`src/rtl/mult_add_datapath.sv`:
```
// Repeated-addition datapath: accumulator X, iteration counter K and a result register.
// The optional protocol checker is enabled by defining DP_PROTOCOL_CHECK_EN.
module mult_add_datapath #(
  parameter int WIDTH = 8,
  parameter int COUNT = 4,
  parameter int KW    = 3
) (
  input  logic             clk,
  input  logic             reset,
  input  logic             alpha,
  input  logic             beta,
  input  logic             gamma,
  input  logic             z,
  input  logic [WIDTH-1:0] a,
  input  logic [WIDTH-1:0] b,
  output logic             L,
  output logic [WIDTH-1:0] x,
  output logic [KW-1:0]    k,
  output logic [WIDTH-1:0] result,
  output logic             result_valid,
  output logic             overflow,
  output logic             proto_err
);

  localparam logic [KW-1:0] K_LAST = KW'(COUNT - 1);
  localparam logic [KW-1:0] K_MAX  = KW'(COUNT);

  logic [WIDTH-1:0] x_q, x_d;
  logic [KW-1:0]    k_q, k_d;
  logic             ovf_q, ovf_d;
  logic [WIDTH-1:0] res_q, res_d;
  logic             rv_q, rv_d;
  logic             zd_q;
  logic [WIDTH:0]   sum;
  logic             capture;

  // Carry-out lives in the extra top bit of the widened sum.
  assign sum     = {1'b0, x_q} + {1'b0, a};
  assign capture = z & ~zd_q;

  always_comb begin
    x_d   = x_q;
    k_d   = k_q;
    ovf_d = ovf_q;
    res_d = res_q;
    rv_d  = rv_q;
    if (alpha) begin
      x_d   = b;
      k_d   = '0;
      ovf_d = 1'b0;
    end else begin
      if (beta) begin
        x_d   = sum[WIDTH-1:0];
        ovf_d = ovf_q | sum[WIDTH];
      end
      if (gamma && (k_q < K_MAX)) begin
        k_d = k_q + 1'b1;
      end
    end
    if (capture) begin
      res_d = x_q;
      rv_d  = 1'b1;
    end
    // A new run always invalidates the previous result.
    if (alpha) begin
      rv_d = 1'b0;
    end
  end

  always_ff @(posedge clk) begin
    if (reset) begin
      x_q   <= '0;
      k_q   <= '0;
      ovf_q <= 1'b0;
      res_q <= '0;
      rv_q  <= 1'b0;
      zd_q  <= 1'b0;
    end else begin
      x_q   <= x_d;
      k_q   <= k_d;
      ovf_q <= ovf_d;
      res_q <= res_d;
      rv_q  <= rv_d;
      zd_q  <= z;
    end
  end

`ifdef DP_PROTOCOL_CHECK_EN
  logic perr_q, perr_d;
  logic illegal;

  // Legal controller only ever issues beta and gamma together, never alongside alpha.
  assign illegal = (alpha & beta) | (alpha & gamma) | (beta ^ gamma) |
                   (gamma & (k_q == K_MAX)) | (z & (alpha | beta));

  always_comb begin
    perr_d = perr_q | illegal;
  end

  always_ff @(posedge clk) begin
    if (reset) begin
      perr_q <= 1'b0;
    end else begin
      perr_q <= perr_d;
    end
  end

  assign proto_err = perr_q;
`else
  assign proto_err = 1'b0;
`endif

  assign L            = (k_q == K_LAST);
  assign x            = x_q;
  assign k            = k_q;
  assign result       = res_q;
  assign result_valid = rv_q;
  assign overflow     = ovf_q;

endmodule
```
`config.mk`:
```
export PLATFORM = sky130hd
export DESIGN_NAME = mult_add_datapath
export DESIGN_NICKNAME = d
export VERILOG_FILES = /design/src/rtl/mult_add_datapath.sv
export SDC_FILE = /design/constraint.sdc
export NUM_CORES = 1
export LEC_CHECK = 0
export BUFFER_PORTS_ARGS = -buffer_cell sky130_fd_sc_hd__buf_2
export CORE_ASPECT_RATIO = 0.9
export CORE_UTILIZATION = 49
export CTS_CLUSTER_DIAMETER = 60
export CTS_CLUSTER_SIZE = 14
export DETAILED_ROUTE_END_ITERATION = 8
export PLACE_DENSITY = 0.79
export SYNTH_ARGS = -nofsm -noshare
export SYNTH_HDL_FRONTEND = slang
export SYNTH_SLANG_ARGS = --single-unit
```
`constraint.sdc`:
```
create_clock -name clk -period 2.35 [get_ports clk]
set_input_delay 0.235 -clock clk [delete_from_list [all_inputs] [get_ports clk]]
set_output_delay 0.235 -clock clk [all_outputs]
set_load 0.03 [all_outputs]
```
# --- After elaboration in Yosys (flattened, before gate mapping) ---
# Index checks and enable logic that the tools add are counted.
op_classes:
  add_sub_neg: 2
  n_lt_le_gt_ge: 1
  n_eq_ne: 1
  mux: 2
  bitwise: 3
  n_reduce_logical: 3
ops:
  columns: ["op", "n"]
  rows:
  - ["$mux W8", 2]
  - ["$add A8 B8 Y9", 1]
  - ["$add A3 B1 Y3 const B", 1]
  - ["$eq A3 B2 Y1 const B", 1]
  - ["$lt A3 B3 Y1 const B", 1]
  - ["$reduce_bool A2 Y1", 1]
  - ["$reduce_or A2 Y1", 1]
  - ["$and A1 B1 Y1", 1]
  - ["$logic_and A1 B1 Y1", 1]
  - ["$not A1 Y1", 1]
  - ["$or A1 B1 Y1", 1]
word_totals:
  register_bits: 22
  in_bits: 22
  out_inout_bits: 23

# --- Depth between registers and ports, before layout ---
# Gate-level depths: netlist of the first run.
depth:
  depth_word: 3
  mapped_depth: 8

# --- Worst setup path after synthesis of the first run ---
# OpenSTA, ideal clock, no wires.
synth_path:
  path_kind: "register to register"
  from: "register x_q[0], in the netlist x[0]"
  to: "register ovf_q, in the netlist overflow"
  setup_time_ns: 0.100
  t_arrival_ns: 1.936
  t_required_ns: 2.250
  slack_ns: 0.314
  stages_incl_launch_ff: 9
  path_buffers: 0
  synth_period_minus_slack_ns: 2.036
  cell_sequence: "dfxtp_1 > ha_1 > inv_1 > fa_1 > nor2b_4 > o31a_4 > o21ai_2 > nor2b_4 > a2111oi_4"
synth_between:
  elab_chain_len: 2
synth_lines:
  columns: ["item", "line", "text"]
  rows:
  - ["start, declared", "28", "logic [WIDTH-1:0] x_q, x_d;"]
  - ["start signal, assigned", "72", "x_q <= '0;"]
  - ["start signal, assigned", "79", "x_q <= x_d;"]
  - ["$add A8 B8 Y9", "38", "assign sum = {1'b0, x_q} + {1'b0, a};"]
  - ["$or A1 B1 Y1", "54", "ovf_d = ovf_q | sum[WIDTH];"]
  - ["end signal, assigned", "81", "ovf_q <= ovf_d;"]
  - ["end, declared", "30", "logic ovf_q, ovf_d;"]
# Every way passes these cells.
# A chain may end at the register's enable or synchronous reset.

# --- Worst setup path after layout of the first run ---
# Same ends and word-level chain as after synthesis.

==> results.txt, run 1 <==
Run status -> complete, no violations
Total Wirelength -> 2640 um
Std cell rows -> 17
Core Box Area -> 2450 um^2
Router iterations before antenna repair -> 4
CTS buffer count -> 3
Slew @ Worst Pin -> 577 ps
Cell Area, Synth -> 1260 um^2
Placed cells -> 208
Ys async rst share -> 0%
Final ANT Viol Nets -> 0
Worst path max stage delay -> 430 ps
Setup-failing EPs final -> 0
Setup WS post-layout -> 393 ps
Yosys top cell by area -> dfxtp_1
Ys Warns -> 0
Most numerous cell in the Yosys netlist -> dfxtp_1
Post-cts sizing count -> 0
CP Cell Sequence -> ha_1 > inv_1 > fa_1 > nor2b_4 > o31a_4 > o21ai_2 > nor2b_4 > a2111oi_4
DR iter-0 viols -> 9
Placed instance area -> 1460 um^2
I/O pin count -> 45
Max Root-Sink Buffers -> 2
Initial Util -> 51.4%
Crit path launch type -> flip-flop
Die height -> 50.1 um
First-pass GRT wire length -> 4420 um
Setup bufs post-CTS -> 0
Leakage -> 0.726 nW
Clock Latency Late Sink -> 320 ps
Die footprint -> 2770 um^2
Post-synthesis sequential area ratio -> 35.0%
Skew final -> 6.68 ps
Chip Width -> 55.4 um
Util after Layout -> 61.6%
Slew Viols, Final -> 0
Ant diodes -> 0
Nets -> 218
Vias in the first global route -> 1,037
Post-Route Setup TNS -> 0 ps
Port Buffers -> 43
Min Hold Slack -> 151 ps
Area delta synth->final -> 19.9%
Drt drc -> 0
Slew headroom -> 61.5%
Final Power -> 0.950 mW
RSZ-0062 raised after global routing -> false
Power per cell area -> 630 nW/um^2
Prevailing post-synth register cell -> dfxtp_1
HP Class -> input pin to flip-flop
Final hold violations -> 0
Unique masters post-synth -> 37
CTS Hold Bufs -> 0
Fraction of layout cells with a size suffix above 1 -> 28.8%
Layout Cells excl Fill -> 212
Clk pin slew, worst setup/hold paths -> 130 ps
Pre-CTS setup slack -> 422 ps
Synth Register Bits -> 22
Final Critical Period -> 1960 ps
Most frequent cells after synthesis -> dfxtp_1, a21oi_1, nand2_1
WP data required -> 2580 ps
Routed vias -> 1,139
Final instance area -> 1510 um^2
Cell count after synthesis -> 145
Yosys top cell area share -> 35.0%
GR Util All Layers -> 20.0%
Avg WL per Cell -> 12.4 um
Max H-tree Level -> 1
Leading post-synthesis cells by cell area -> dfxtp_1, ha_1, a21oi_1, nand2_1, nor2_1
DP HPWL -> 2060 um
Largest net degree at the start of global routing -> 24
Peak supply drop -> 0.403 mV
EDFF count, synth -> 0
Crit-path slowest cell -> fa_1
Crit share post-route -> 83.3%
Arrival @ worst endpoint -> 2180 ps
Final GP Congestion -> 0.881
Syn nets -> 178
# Max-Cap Violations -> 0
Clock root buffer master -> clkbuf_4
Crit end category -> flip-flop
CTS Sinks -> 22
Syn avg cell area -> 8.67 um^2
Crit-path most repeated cell -> nor2b_4
Crit Path Category -> flip-flop to flip-flop
CP max FO -> 4
CTS tree -> built
Max Fclk -> 511 MHz
Vias/cell -> 5.37
Grt total ovfl -> 0
Initial antenna violation count -> 0
cell type report:
cell class,count,area [um^2]
multi-input combinational,108,738
sequential,22,440
clock inverter,1,30.0
tap,28,35.0
timing repair buffer,43,215
inverter,7,26.3
fill,217,938
clock buffer,3,22.5
report_power, final:
group | total [mW] | internal [mW] | switching, mW
Clock | 0.294 | 0.172 | 0.121
Combinational | 0.245 | 0.0985 | 0.147
Sequential | 0.411 | 0.394 | 0.0174
layout by cell type, fill, tap and decap left out, drive strengths merged, types with 4 or more instances in the layout:
| cell | instances |
|---|---|
| a21oi | 20 |
| buf | 43 |
| dfxtp | 22 |
| ha | 10 |
| inv | 7 |
| mux2i | 4 |
| nand2 | 19 |
| nor2 | 14 |
| nor2b | 5 |
| nor3 | 4 |
| o21ai | 4 |
| xnor2 | 4 |
worst paths after layout:
path / startpoint / endpoint / slack (ps) / cells after the start
setup / recovery: x[0] / overflow / 390 / 8
hold / removal: b[2] / x[2] / 150 / 3
setup reg to reg: x[0] / overflow / 390 / 8
hold reg to reg: result[0] / result[0] / 460 / 2
kinds of logic after synthesis:
kind of cell	Yosys count	share of synthesized area (%)
AOI/OAI and AO/OA	39	21.8
DFF	22	35.0
other	1	0.298
adders and majority gates	11	11.5
muxes	4	3.18
buffers and inverters	15	6.27
and+or+nand+nor	48	18.4
xor gates and xnor gates	5	3.48
state kept, by name, indices dropped and copies added, names as in the netlist:
name          cells
result            8
x                 8
k                 3
overflow          1
result_valid      1
zd_q              1
worst max-delay path: cells and delay by family (launching register included):
kind	cells	cell delay [ps]
compound gates	3	490
fa+ha+maj	2	640
buf+inv	1	60
flops	1	400
simple gates	2	280
metal layers:
| layer | share of wire (%) | track usage (%) |
|---|---|---|
| met1 | 44 | 23.3 |
| met2 | 49 | 35.3 |
| met3 | 5.1 | 4.46 |
| met4 | 2.2 | 8.33 |
| met5 | 0 | 0 |
Note: power is estimated with default switching activity, not from simulation.
==> run 2, diff against run 1 <==
--- a/config.mk
+++ b/config.mk
@@ -5,13 +5,14 @@
 export SDC_FILE = /design/constraint.sdc
 export NUM_CORES = 1
 export LEC_CHECK = 0
+export ABC_AREA = 1
 export BUFFER_PORTS_ARGS = -buffer_cell sky130_fd_sc_hd__buf_2
 export CORE_ASPECT_RATIO = 0.9
-export CORE_UTILIZATION = 49
+export CORE_UTILIZATION = 44
 export CTS_CLUSTER_DIAMETER = 60
 export CTS_CLUSTER_SIZE = 14
 export DETAILED_ROUTE_END_ITERATION = 8
-export PLACE_DENSITY = 0.79
+export PLACE_DENSITY = 0.75
 export SYNTH_ARGS = -nofsm -noshare
 export SYNTH_HDL_FRONTEND = slang
 export SYNTH_SLANG_ARGS = --single-unit
==> constraint.sdc (replaced) <==
create_clock -name clk -period 1.74 [get_ports clk]
set_input_delay 0.174 -clock clk [delete_from_list [all_inputs] [get_ports clk]]
set_output_delay 0.174 -clock clk [all_outputs]
set_load 0.03 [all_outputs]
==> run 2 against run 1 <==
  * The run now ends with design-rule violations left
  * Global-route usage down 1.4 points
  * Core utilization is 3.1 points lower
  * Synthesized cell count is 19% higher
  * Sequential share of layout area increased by 0.33 points
  * Maximum frequency increased by 20%
  * Clock skew is 0.77 ps lower
  * Non-clock buffer count rose by 1
  * Critical endpoint is now x[4]
  * Highest routed layer unchanged
==> results.txt, run 2 <==
Final hold violations -> 0 (unchanged)
Routed vias -> 1,207 (was 1,139)
Crit share post-route -> 93.6% (was 83.3%)
Arrival @ worst endpoint -> 1870 ps (was 2180 ps)
GR Util All Layers -> 18.6% (was 20.0%)
Total Wirelength -> 2740 um (was 2640 um)
Initial Util -> 48.5% (was 51.4%)
Min Hold Slack -> 97.2 ps (was 151 ps)
Final instance area -> 1500 um^2 (was 1510 um^2)
Nets -> 250 (was 218)
Clock Latency Late Sink -> 300 ps (was 320 ps)
CTS tree -> built (unchanged)
First-pass GRT wire length -> 4290 um (was 4420 um)
Area delta synth->final -> 20.7% (was 19.9%)
Core Box Area -> 2550 um^2 (was 2450 um^2)
Most numerous cell in the Yosys netlist -> nand2_1 (was dfxtp_1)
Syn avg cell area -> 7.16 um^2 (was 8.67 um^2)
Crit Path Category -> flip-flop to flip-flop (unchanged)
# Max-Cap Violations -> 0 (unchanged)
DP HPWL -> 2220 um (was 2060 um)
Drt drc -> 4 (was 0)
Prevailing post-synth register cell -> dfxtp_1 (unchanged)
Unique masters post-synth -> 28 (was 37)
Ys Warns -> 0 (unchanged)
Final ANT Viol Nets -> 0 (unchanged)
Placed instance area -> 1460 um^2 (about the same)
Largest net degree at the start of global routing -> 12 (was 24)
Final Power -> 1.11 mW (was 0.950 mW)
Cell count after synthesis -> 173 (was 145)
Syn nets -> 206 (was 178)
Slew Viols, Final -> 0 (unchanged)
Cell Area, Synth -> 1240 um^2 (was 1260 um^2)
Vias in the first global route -> 968 (was 1,037)
RSZ-0062 raised after global routing -> false (unchanged)
Avg WL per Cell -> 11.3 um (was 12.4 um)
WP data required -> 1990 ps (was 2580 ps)
Layout Cells excl Fill -> 243 (was 212)
DR iter-0 viols -> 47 (was 9)
EDFF count, synth -> 0 (unchanged)
Synth Register Bits -> 22 (unchanged)
CTS Sinks -> 22 (unchanged)
HP Class -> input pin to flip-flop (unchanged)
Power per cell area -> 741 nW/um^2 (was 630 nW/um^2)
Yosys top cell area share -> 35.6% (was 35.0%)
Clk pin slew, worst setup/hold paths -> 110 ps (was 130 ps)
Most frequent cells after synthesis -> nand2_1, nor2_1, dfxtp_1, inv_1, o21ai_0 (was dfxtp_1, a21oi_1, nand2_1)
Std cell rows -> 17 (unchanged)
Run status -> complete, but fails checks (was complete, no violations)
CP max FO -> 4 (unchanged)
Crit path launch type -> flip-flop (unchanged)
Die height -> 52.3 um (was 50.1 um)
Post-synthesis sequential area ratio -> 35.6% (was 35.0%)
Fraction of layout cells with a size suffix above 1 -> 26.5% (was 28.8%)
Most common cell after layout, fill and taps aside -> buf_2 (unchanged)
Setup-failing EPs final -> 0 (unchanged)
Router iterations before antenna repair -> 6 (was 4)
Leakage -> 0.823 nW (was 0.726 nW)
Failing checks -> design-rule violations
Vias/cell -> 4.97 (was 5.37)
Chip Width -> 57.9 um (was 55.4 um)
I/O pin count -> 45 (unchanged)
Yosys top cell by area -> dfxtp_1 (unchanged)
Final GP Congestion -> 0.844 (was 0.881)
Commonest non-fill, non-tap cells in the layout -> buf_2, nand2_1, nor2_1, inv_1, dfxtp_1 (was buf_2, dfxtp_1, a21oi_1, nand2_1, nor2_1)
Max Root-Sink Buffers -> 2 (unchanged)
Die footprint -> 3030 um^2 (was 2770 um^2)
Max H-tree Level -> 1 (unchanged)
Max Fclk -> 614 MHz (was 511 MHz)
Leading post-synthesis cells by cell area -> dfxtp_1, nand2_1, ha_1, nor2_1, inv_1 (was dfxtp_1, ha_1, a21oi_1, nand2_1, nor2_1)
Initial antenna violation count -> 0 (unchanged)
Port Buffers -> 43 (unchanged)
Final Critical Period -> 1630 ps (was 1960 ps)
CTS buffer count -> 3 (unchanged)
Placed cells -> 240 (was 208)
Setup bufs post-CTS -> 0 (unchanged)
Peak supply drop -> 0.605 mV (was 0.403 mV)
Clock root buffer master -> clkbuf_4 (unchanged)
Grt total ovfl -> 0 (unchanged)
Ant diodes -> 0 (unchanged)
Post-Route Setup TNS -> 0 ps (unchanged)
Crit end category -> flip-flop (unchanged)
Skew final -> 5.91 ps (was 6.68 ps)
Ys async rst share -> 0% (unchanged)
run 2: cell type report:
| class | instances | area [um^2] |
|---|---|---|
| Fill cell | 251 | 1060 |
| Tap cell | 28 | 35.0 |
| Clock buffer | 3 | 22.5 |
| Sequential cell | 22 | 442 |
| Inverter | 23 | 86.3 |
| Multi-Input combinational cell | 123 | 687 |
| Timing Repair Buffer | 44 | 223 |
run 2: metrics by stage:
stage / setup WS, ps / utilization, %
floorplan: 50.9 / -
global placement: 178 / 57.1
detailed placement: 85.6 / 57.1
CTS: 66.8 / 58.0
global route: 19.6 / 58.6
finish: 111 / 58.6
run 2: final timing paths:
check / startpoint / to / slack, ps / cells past startpoint
setup / recovery: x[0] / x[4] / 110 / 10
hold / removal: z / zd_q / 100 / 3
setup reg to reg: x[0] / x[4] / 110 / 10
hold reg to reg: overflow / overflow / 480 / 2
run 2: power breakdown:
| group | total (mW) | switching [mW] | internal [mW] |
|---|---|---|---|
| sequential | 0.562 | 0.0249 | 0.537 |
| clock | 0.220 | 0.140 | 0.0806 |
| combinational | 0.326 | 0.209 | 0.117 |
| total | 1.11 | 0.374 | 0.734 |
run 2: metal layers:
| layer | global-route usage [%] | routed length, um |
|---|---|---|
| met1 | 25.7 | 1340 |
| met2 | 30.3 | 1150 |
| met3 | 4.44 | 230 |
| met4 | 2.38 | 13 |
| met5 | 0 | 0 |
run 2: cell families after synthesis:
kind of cell | count (synthesis) | synth area share, %
AO/OA/AOI/OAI | 31 | 13.8
XOR/XNOR | 1 | 0.707
adder cells (fa/ha/maj) | 11 | 11.7
buffers and inverters | 28 | 10.2
flip-flops | 22 | 35.6
other | 1 | 0.303
AND/OR/NAND/NOR | 79 | 27.7
run 2: timing repair:
action | 4_1_cts | 5_1_grt
setup endpoints to repair | 0 | 2
resized for setup | 0 | 4
hold buffers | 0 | 0
endpoints found under the hold margin | 0 | 0
run 2: worst max-delay path: stages, from the launching register on:
cell and delay, ps:
dfxtp_2 390, ha_4 140, inv_1 50, fa_1 370, inv_2 80, nand2_1 60
nand2_2 70, and2_4 130, or2_0 130, nand3_2 70, a21oi_2 100
==> run 3, diff against run 2 <==
==> constraint.sdc (replaced) <==
create_clock -name clk -period 1.74 [get_ports clk]
set_input_delay 0.174 -clock clk [delete_from_list [all_inputs] [get_ports clk]]
set_output_delay 0.174 -clock clk [all_outputs]
set_load 0.01 [all_outputs]
==> run 3 against run 2 <==
  * The run still ends with design-rule violations left
  * Final cell count up 0.41%
  * Register-to-register slack barely moved
  * Worst setup slack lost 12 ps
  * Sequential power barely moved
  * Clock power up 5%
  * Maximum frequency decreased by 0.71%
  * Clock skew fell by 0.92 ps
  * Final area is 0.50% lower
  * Flip-flop and latch count unchanged
  * Sequential share of layout area is 0.15 points higher
  * Clock-buffer cell count unchanged
  * Critical path depth is the same
  * Critical path type unchanged
==> results.txt, run 3 (synthesis results as in run 2) <==
Run status -> complete, but fails checks (unchanged)
Failing checks -> design-rule violations (unchanged)
Port Buffers -> 43 (unchanged)
Psw -> 0.338 mW (was 0.374 mW)
Reg-to-reg slack, setup -> 100 ps (was 110 ps)
Grt total ovfl -> 0 (unchanged)
CTS Sinks -> 22 (unchanged)
Max H-tree Level -> 1 (unchanged)
# Max-Cap Violations -> 0 (unchanged)
Share of power burned in registers -> 52.4% (was 50.7%)
Multi-input gate area -> 672 um^2 (was 687 um^2)
M3 GR Usage -> 4.94% (was 4.44%)
Clock network fraction of total power -> 21.7% (was 19.9%)
CTS tree -> built (unchanged)
CP max FO -> 3 (was 4)
GR Util All Layers -> 20.0% (was 18.6%)
Leakage -> 0.831 nW (was 0.823 nW)
Clock Latency Late Sink -> 310 ps (was 300 ps)
CTS Hold Bufs -> 0 (unchanged)
Crit end category -> flip-flop (unchanged)
Slew Viols, Final -> 0 (unchanged)
GR peak layer -> met2 (unchanged)
Combinational Power Share -> 25.9% (was 29.4%)
Commonest non-fill, non-tap cells in the layout -> buf_2, nand2_1, nor2_1, inv_1, dfxtp_1 (unchanged)
Crit Path Category -> flip-flop to flip-flop (unchanged)
Max Fclk -> 610 MHz (was 614 MHz)
I/O pin count -> 45 (unchanged)
Crit path launch type -> flip-flop (unchanged)
Clk pin slew, worst setup/hold paths -> 120 ps (was 110 ps)
Final instance area -> 1490 um^2 (was 1500 um^2)
Largest net degree at the start of global routing -> 12 (unchanged)
CTS buffer count -> 3 (unchanged)
Internal -> 0.734 mW (about the same)
WP data required -> 2000 ps (was 1990 ps)
Crit share post-route -> 94.3% (was 93.6%)
HP Class -> input pin to flip-flop (unchanged)
Setup-failing EPs final -> 0 (unchanged)
DR iter-0 viols -> 46 (was 47)
Vias in the first global route -> 1,034 (was 968)
First-pass GRT wire length -> 4600 um (was 4290 um)
Final ANT Viol Nets -> 0 (unchanged)
Power per cell area -> 720 nW/um^2 (was 741 nW/um^2)
Core Box Area -> 2550 um^2 (unchanged)
Most common cell after layout, fill and taps aside -> buf_2 (unchanged)
Area delta synth->final -> 20.1% (was 20.7%)
Placed cells -> 240 (unchanged)
Arrival @ worst endpoint -> 1900 ps (was 1870 ps)
M2 GR Usage -> 31.2% (was 30.3%)
Vias/cell -> 5.03 (was 4.97)
Routed vias -> 1,227 (was 1,207)
Ant diodes -> 0 (unchanged)
Peak supply drop -> 0.604 mV (was 0.605 mV)
Die footprint -> 3030 um^2 (unchanged)
Fraction of layout cells with a size suffix above 1 -> 25.5% (was 26.5%)
Final Power -> 1.07 mW (was 1.11 mW)
Final GP Congestion -> 0.797 (was 0.844)
Met1 usage -> 28.2% (was 25.7%)
Chip Width -> 57.9 um (unchanged)
Avg WL per Cell -> 11.9 um (was 11.3 um)
Final hold violations -> 0 (unchanged)
Clock root buffer master -> clkbuf_4 (unchanged)
Max Root-Sink Buffers -> 2 (unchanged)
Number of fill cells in the layout -> 253 (was 251)
DP HPWL -> 2300 um (was 2220 um)
Initial antenna violation count -> 0 (unchanged)
Nets -> 251 (was 250)
Sw Share -> 31.5% (was 33.8%)
FF/Latch Area -> 442 um^2 (unchanged)
Router iterations before antenna repair -> 6 (unchanged)
Initial Util -> 48.5% (unchanged)
Die height -> 52.3 um (unchanged)
Drt drc -> 4 (unchanged)
Placed instance area -> 1460 um^2 (about the same)
Std cell rows -> 17 (unchanged)
Layout Cells excl Fill -> 244 (was 243)
Total Wirelength -> 2900 um (was 2740 um)
Final Critical Period -> 1640 ps (was 1630 ps)
Skew final -> 4.99 ps (was 5.91 ps)
run 3: final cells by class:
cell class                      count  area share [%]
Inverter                           23            5.80
Multi-Input combinational cell    123            45.2
Clock buffer                        3            1.51
Sequential cell                    22            29.7
Tap cell                           28            2.35
Timing Repair Buffer               45            15.5
run 3: final timing paths:
check,endpoint,from,cells past startpoint
setup reg to reg,x[4],x[0],10
hold reg to reg,overflow,overflow,2
hold / removal,zd_q,z,3
setup / recovery,x[4],x[0],10
run 3: metrics by stage:
stage | utilization, % | hold slack (ps) | setup TNS, ps | setup slack, ps
floorplan | - | 299 | 0 | 115
global placement | 57.1 | 396 | 0 | 144
detailed placement | 57.1 | 407 | 0 | 73.4
CTS | 57.9 | 85.2 | 0 | 61.7
global route | 58.3 | 81.7 | -4.01 | -4.01
finish | 58.3 | 90.6 | 0 | 99.8
run 3: timing repair:
action,in CTS,in global routing
hold endpoints to repair,0,0
gates resized for setup,0,1
setup endpoints to repair,0,2
buffers inserted,0,1
run 3: worst max-delay path: stages, from the launching register on:
cell and delay, ps:
dfxtp_2 360, ha_1 160, inv_1 50, fa_1 350
inv_1 90, nand2_1 50, nand2_1 100, and2_4 150
or2_0 120, nand3_2 70, a21oi_2 100
run 3: layer usage:
| metal | part of all wire (%) | up-vias | wire length, um |
|---|---|---|---|
| met5 | 0 | - | 0 |
| met4 | 0.45 | 0 | 13 |
| met3 | 8.1 | 2 | 234 |
| met2 | 43 | 45 | 1250 |
| met1 | 48 | 539 | 1400 |
| li1 | - | 641 | - |
run 3: power groups by stage:
| stage | combinational (mW) | clock, mW | sequential [mW] |
|---|---|---|---|
| after CTS | 0.275 | 0.239 | 0.562 |
| after floorplan | 0.172 | 0 | 0.583 |
| after global placement | 0.270 | 0 | 0.572 |
| after global routing | 0.316 | 0.256 | 0.565 |
| after detailed placement | 0.273 | 0 | 0.572 |
| final | 0.278 | 0.232 | 0.561 |
